<file path="config.mk">
export PLATFORM = sky130hd
export DESIGN_NAME = irq_pending_ctrl
export DESIGN_NICKNAME = d
export VERILOG_FILES = /design/src/rtl/irq_pkg.sv /design/src/rtl/irq_edge_capture.sv /design/src/rtl/irq_pending_ctrl.sv
export SDC_FILE = /design/constraint.sdc
export NUM_CORES = 1
export LEC_CHECK = 0
export ABC_CLOCK_PERIOD_IN_PS = 1950
export BUFFER_PORTS_ARGS = -buffer_cell sky130_fd_sc_hd__buf_2
export CORE_MARGIN = 2
export CORE_UTILIZATION = 44
export DETAILED_ROUTE_END_ITERATION = 10
export GPL_TIMING_DRIVEN = 0
export PLACE_DENSITY = 0.77
export SYNTH_ARGS = -nofsm -noshare
export SYNTH_HDL_FRONTEND = slang
export SYNTH_SLANG_ARGS = --single-unit
</file>
<file path="constraint.sdc">
create_clock -name clk -period 1.95 [get_ports clk]
set_clock_uncertainty 0.2 [all_clocks]
set_input_delay 0.2925 -clock clk [delete_from_list [all_inputs] [get_ports clk]]
set_output_delay 0.2925 -clock clk [all_outputs]
set_load 0.02 [all_outputs]
</file>
<file path="src/rtl/irq_pkg.sv">
// rtl/irq_pkg.sv - shared constants, types and helpers for the interrupt pending controller
package irq_pkg;

  localparam int N_REQ = 8;
  localparam int IDX_W = 3;

  typedef logic [N_REQ-1:0] req_vec_t;
  typedef logic [IDX_W-1:0] idx_t;

  typedef enum logic [1:0] {
    IDLE  = 2'd0,
    VALID = 2'd1,
    GAP   = 2'd2
  } irq_state_t;

  function automatic req_vec_t idx_onehot(input idx_t idx);
    req_vec_t v;
    v = '0;
    v[idx] = 1'b1;
    return v;
  endfunction

endpackage

</file>
<file path="src/rtl/irq_edge_capture.sv">
// rtl/irq_edge_capture.sv - rising-edge capture into pending register; IRQ_PENDING_OVERFLOW_EN adds lost-event flags
module irq_edge_capture
  import irq_pkg::*;
(
  input  logic     clk,
  input  logic     rst,
  input  req_vec_t req_in,
  input  req_vec_t clr,
`ifdef IRQ_PENDING_OVERFLOW_EN
  input  req_vec_t ovf_clr,
  output req_vec_t ovf_vec,
`endif
  output req_vec_t pending_q
);

  req_vec_t r_req_q;
  req_vec_t r_pending;
  req_vec_t w_edge;
  req_vec_t w_pending_nxt;

  assign w_edge = req_in & ~r_req_q;

  // A new edge wins over a same-cycle clear so the fresh event is not lost.
  assign w_pending_nxt = w_edge | (r_pending & ~clr);

  always_ff @(posedge clk) begin
    if (rst) begin
      r_req_q   <= '0;
      r_pending <= '0;
    end else begin
      r_req_q   <= req_in;
      r_pending <= w_pending_nxt;
    end
  end

  assign pending_q = r_pending;

`ifdef IRQ_PENDING_OVERFLOW_EN
  req_vec_t r_ovf;
  req_vec_t w_ovf_set;

  assign w_ovf_set = w_edge & r_pending & ~clr;

  always_ff @(posedge clk) begin
    if (rst) begin
      r_ovf <= '0;
    end else begin
      r_ovf <= w_ovf_set | (r_ovf & ~ovf_clr);
    end
  end

  assign ovf_vec = r_ovf;
`endif

endmodule

</file>
<file path="src/rtl/irq_pending_ctrl.sv">
// rtl/irq_pending_ctrl.sv - pending capture, mask and valid/ready presentation of the encoded winner; IRQ_PENDING_OVERFLOW_EN adds ovf_vec/ovf_clr
module irq_pending_ctrl
  import irq_pkg::*;
(
  input  logic     clk,
  input  logic     rst,
  input  req_vec_t req_in,
  input  req_vec_t mask_in,
  output req_vec_t pend_vec,
  input  idx_t     enc_idx,
  output logic     irq_valid,
  output idx_t     irq_id,
  input  logic     irq_ready,
`ifdef IRQ_PENDING_OVERFLOW_EN
  input  req_vec_t ovf_clr,
  output req_vec_t ovf_vec,
`endif
  output req_vec_t pending_q
);

  irq_state_t r_state;
  logic       r_irq_valid;
  idx_t       r_irq_id;
  req_vec_t   w_pending;
  req_vec_t   w_clr;
  logic       w_accept;

  assign w_accept = r_irq_valid & irq_ready;
  assign w_clr    = w_accept ? idx_onehot(r_irq_id) : '0;

  irq_edge_capture u_capture (
    .clk       (clk),
    .rst       (rst),
    .req_in    (req_in),
    .clr       (w_clr),
`ifdef IRQ_PENDING_OVERFLOW_EN
    .ovf_clr   (ovf_clr),
    .ovf_vec   (ovf_vec),
`endif
    .pending_q (w_pending)
  );

  assign pend_vec  = w_pending & mask_in;
  assign pending_q = w_pending;

  // GAP lets the cleared bit ripple through the external encoder before the next pick.
  always_ff @(posedge clk) begin
    if (rst) begin
      r_state     <= IDLE;
      r_irq_valid <= 1'b0;
      r_irq_id    <= '0;
    end else begin
      case (r_state)
        IDLE: begin
          if (|pend_vec) begin
            r_irq_id    <= enc_idx;
            r_irq_valid <= 1'b1;
            r_state     <= VALID;
          end
        end
        VALID: begin
          if (irq_ready) begin
            r_irq_valid <= 1'b0;
            r_state     <= GAP;
          end
        end
        GAP: begin
          r_state <= IDLE;
        end
        default: begin
          r_irq_valid <= 1'b0;
          r_state     <= IDLE;
        end
      endcase
    end
  end

  assign irq_valid = r_irq_valid;
  assign irq_id    = r_irq_id;

endmodule

</file>
==> results of run 1 <==
==> layout by cell type (no fill, tap or decap), types with 2 or more instances in the layout <==
master and n:
buf_2 41, dfxtp_1 22, nand2b_1 16, a21oi_1 10
o21ai_0 8, nor2b_1 8, nand2_1 6, inv_1 4
and2_1 3, mux2i_1 3, clkbuf_4 3, clkbuf_1 2
o31ai_1 2
==> worst paths after layout <==
kind                                                         from                              end
worst max-delay path            u_capture.pending_q[3]$_SDFF_PP0_           irq_valid$_SDFFE_PP0P_
worst min-delay path                                    req_in[0]  u_capture.r_req_q[0]$_SDFF_PP0_
worst max register to register  u_capture.pending_q[3]$_SDFF_PP0_           irq_valid$_SDFFE_PP0P_
worst min register to register            r_state[1]$_SDFFE_PP0P_          r_state[1]$_SDFFE_PP0P_
==> area by class of cell <==
type | count | area [sq um] | share of cell area [%]
Buffer | 2 | 7.507 | 0.6431
Clock buffer | 3 | 22.52 | 1.929
Clock inverter | 1 | 30.03 | 2.572
Inverter | 4 | 15.01 | 1.286
Multi-Input combinational cell | 65 | 402.9 | 34.51
Sequential cell | 22 | 440.4 | 37.73
Tap cell | 27 | 33.78 | 2.894
Timing Repair Buffer | 42 | 215.2 | 18.44
==> state kept, by name (all words and copies together) (netlist names) <==
signal and cells:
u_capture.pending_q 8, r_state 2, irq_id 3, u_capture.r_req_q 8, irq_valid 1
==> timing repair <==
action / in CTS / in global routing
buffers inserted: 0 / 0
hold endpoints to repair: 0 / 1
hold buffers: 0 / 1
==> layer usage <==
layer / vias up / share of wire (%)
met4: 0 / 0.98
met3: 2 / 4.7
met2: 24 / 50
met5: - / 0
met1: 362 / 45
li1: 402 / -
==> metrics by stage <==
step	util [%]	total power, uW
floorplan	-	654.3
global placement	58.09	725.2
detailed placement	58.09	732.9
CTS	60.86	1072
global route	61.38	1119
finish	61.38	1071
==> power breakdown <==
group	switching (uW)	total [uW]	internal [uW]
Sequential	29.9	517	487
Clock	139	347	208
Combinational	113	207	93.6
==> logic make-up (layout without fill, tap and decap cells) <==
kind of cell,after synthesis,count (layout),share of synthesized area [%]
compound gates,21,21,13.87
buf+inv,6,52,2.601
flops,22,22,50.87
mux,3,3,3.468
simple gates,41,41,29.19
==> flow_summary.yaml, run 1 <==
status:
  status: "finished with violations"
  violations: "hold timing"
floorplanning:
  start_util_pct: 45.53
  rows: 16
  core_area_sq_um: 1902
  dieArea_sq_um: 2339
  fp.dieH_um: 48.36
  ioPinCount: 42
  die-width_um: 48.36
clock_network:
  clockRootBuffer: "clkbuf_4"
  clk_pin_slew_ps: 130
  cts_resized: 0
  cts_tree: "done"
  clk_latency_ps: 310
  cts_buffer_depth: 2
  cts.htree.levels: 1
  numCtsBuffers: 3
  cts.sinks: 22
placement:
  place_ws_ps: 176.3
  portBuffers: 41
  gp_congestion: 0.8060
  dp_hpwl_um: 1520
  place_area_sq_um: 1105
  place_inst: 161
worst_setup_path:
  path_class: "flip-flop to flip-flop"
  crit_chain: "and2_1 -> or4_4 -> o21ai_0 -> a21oi_1"
  cp.depth: 4
  worst_setup_path_end_kind: "flip-flop"
  critPathBufInv: 0
  worstPathArrival_ps: 1690
  path_max_fanout: 3
  crit_family: "simple AND/OR/NAND/NOR gates"
  worst_setup_path_start_kind: "flip-flop"
  crit_slowest_cell: "or4_4"
  cp.required_ps: 1940
  ff2ff_setup_slack_ps: 250
  slowest_delay_ps: 520
  worst_r2r_path_depth: 4
worst_hold_path:
  hold-path-cell-count: 2
  min_path_type: "primary input to flip-flop"
logic_synthesis:
  async_flop_share_pct: 0
  synth_top_area_share_pct: 50.87
  yosysUniqueCellTypes: 20
  synth_nets: 115
  synth_area_leaders: "dfxtp_1, nand2b_1, a21oi_1, nor2b_1, o21ai_0"
  synth_edf_count: 0
  synth_warnings: 0
  synth_seq_area_share_pct: 50.87
  synthCells: 93
  synthTopCellsByCount: "dfxtp_1, nand2b_1, a21oi_1"
  avgSynthCellArea_sq_um: 9.310
  netlist_area_sq_um: 865.8
  netlist.top_cell.by_area: "dfxtp_1"
  yosys.cell_count.top_type: "dfxtp_1"
  synthFlopType: "dfxtp_1"
  synth-seq-cells: 22
timing:
  hold_violations: 1
  setup_slack_ps: 252.2
  period_minus_slack_ps: 1698
  rsz0062_at_grt: "no"
  relSlewSlack_pct: 68.49
  fmax_ghz: 0.5890
  layout_worst_path_cycle_share_pct: 87.07
  setup_tns_ps: 0
  timing.hold.ws_ps: -1.505
  worstMarginPinSlew_ps: 472.7
  maxSlewViolCount: 0
  setup_viol: 0
global_routing:
  grt_max_degree: 14
  grt-busiest-layer: "met2"
  grt_antenna_before_repair: 0
  use_met2_pct: 31.94
  grt_overflow: 0
  grt.total_usage_pct: 17.79
  grt_use_met1_pct: 20.78
  grt_pass1_vias: 764
  grt_pass1_wl_um: 3318
  grt_use_met3_pct: 3.395
final_layout:
  finalInstanceArea_sq_um: 1167
  fill_cells: 171
  final_nets: 162
  area_delta_synth_final_pct: 34.83
  drive_above_1_share_pct: 35.25
  diodes: 0
  stdcell_count: 166
flow_run:
  max_cap_viol_count: 0
route:
  via_count: 790
  drt_iter0_drc: 11
  drt_wl_total_um: 1946
  routedWlPerCell_um: 11.72
  drt_first_pass_iters: 5
  vias_per_cell: 4.759
  drc: 0
  ant_nets: 0
pwr:
  p_leak_uw: 0.0005727
  vdd_drop_max_uv: 465.7
  power.density_nw_per_um2: 917.2
No activity file was read; power rests on OpenSTA's default activity.
==> run 2, diff against run 1 <==
PLACE_DENSITY = not set   (was 0.77)
PLACE_DENSITY_LB_ADDON = 0.1   (was not set)
==> flow_summary.yaml, run 2 (synthesis results as in run 1) <==
timing:
  fmax_ghz: 0.5879
  setup_slack_ps: 249.1
  hold_violations: 0
  layout_worst_path_cycle_share_pct: 87.23
  relSlewSlack_pct: 67.26
  rsz0062_at_grt: "no"
  maxSlewViolCount: 0
  period_minus_slack_ps: 1701
  timing.hold.ws_ps: 23.06
  worstMarginPinSlew_ps: 491.2
  setup_viol: 0
  setup_tns_ps: 0
route:
  routedWlPerCell_um: 10.99
  drt_wl_total_um: 1803
  drt_first_pass_iters: 4
  ant_nets: 0
  drc: 0
  drt_iter0_drc: 12
  via_count: 768
  vias_per_cell: 4.683
final_layout:
  drive_above_1_share_pct: 35.04
  final_common_cell: "buf_2"
  multiInputGateArea_sq_um: 402.9
  area_delta_synth_final_pct: 30.20
  final_nets: 161
  fill_cells: 192
  diodes: 0
  regArea_sq_um: 440.4
  layout_common_cells: "buf_2, dfxtp_1, nand2b_1"
  stdcell_count: 164
worst_setup_path:
  worstPathArrival_ps: 1690
  path_class: "flip-flop to flip-flop"
  worst_setup_path_start_kind: "flip-flop"
  cp.required_ps: 1940
  worst_setup_path_end_kind: "flip-flop"
  path_max_fanout: 3
global_routing:
  grt_antenna_before_repair: 0
  grt_pass1_vias: 655
  grt_pass1_wl_um: 2994
  grt_overflow: 0
  grt_max_degree: 12
  grt.total_usage_pct: 16.26
clock_network:
  cts_hold_buf: 0
  cts_setup_buffers: 0
  cts.sinks: 22
  cts_buffer_depth: 2
  clockRootBuffer: "clkbuf_4"
  clk_latency_ps: 290
  numCtsBuffers: 3
  clk_pin_slew_ps: 110
  cts_resized: 0
  cts_tree: "done"
  cts.htree.levels: 1
placement:
  place_ws_ps: 176.0
  gp_congestion: 0.7736
  portBuffers: 41
  dp_hpwl_um: 1407
  place_inst: 161
pwr:
  vdd_drop_max_uv: 403.7
  total_power_uw: 910.1
  p_leak_uw: 0.0005544
  power.density_nw_per_um2: 807.3
worst_hold_path:
  min_path_type: "primary input to flip-flop"
flow_run:
  max_cap_viol_count: 0
floorplanning:
  die-width_um: 48.36
  ioPinCount: 42
  start_util_pct: 45.53
  core_area_sq_um: 1902
  fp.dieH_um: 48.36
  dieArea_sq_um: 2339
  rows: 16
status:
  status: "complete, no violations"
==> run 2: through the flow <==
step	util [%]	area [sq um]
detailed placement	58.09	1105
finish	59.28	1127
CTS	59.28	1127
global route	59.28	1127
global placement	58.09	1105
floorplan	-	865.8
==> run 2: cell type report <==
cell class | count | share of cell area (%)
Buffer | 2 | 0.6659
Inverter | 4 | 1.332
Sequential cell | 22 | 39.07
Tap cell | 27 | 2.997
Clock buffer | 3 | 1.998
Timing Repair Buffer | 41 | 18.20
Multi-Input combinational cell | 65 | 35.74
==> run 2: power breakdown <==
part | leakage (uW) | switching [uW] | internal [uW]
Sequential | 0.000183 | 29.1 | 487
Clock | 0.0000138 | 119 | 71.7
Combinational | 0.000358 | 111 | 92.3
Total | 0.000554 | 259 | 651
==> run 2: worst paths after layout <==
check / endpoint / slack, ps / cells past startpoint / startpoint
worst max-delay path: irq_id[2]$_SDFFE_PP0P_ / 250 / 4 / u_capture.pending_q[2]$_SDFF_PP0_
worst min register to register: r_state[1]$_SDFFE_PP0P_ / 270 / 1 / r_state[1]$_SDFFE_PP0P_
worst max register to register: irq_id[2]$_SDFFE_PP0P_ / 250 / 4 / u_capture.pending_q[2]$_SDFF_PP0_
worst min-delay path: u_capture.r_req_q[1]$_SDFF_PP0_ / 20 / 2 / req_in[1]
==> run 2: per-layer routing <==
layer / up-vias / track usage [%] / wire length (um)
li1: 398 / - / -
met5: - / 0 / 0
met4: 0 / 7.143 / 14
met3: 2 / 2.469 / 105
met2: 26 / 24.77 / 848
met1: 342 / 22.97 / 834
==> run 2: critical path: stages, from the launching register on <==
cell and delay, ps:
dfxtp_1 340, and2_4 140, or4_4 540, o21a_4 250
mux2i_1 120
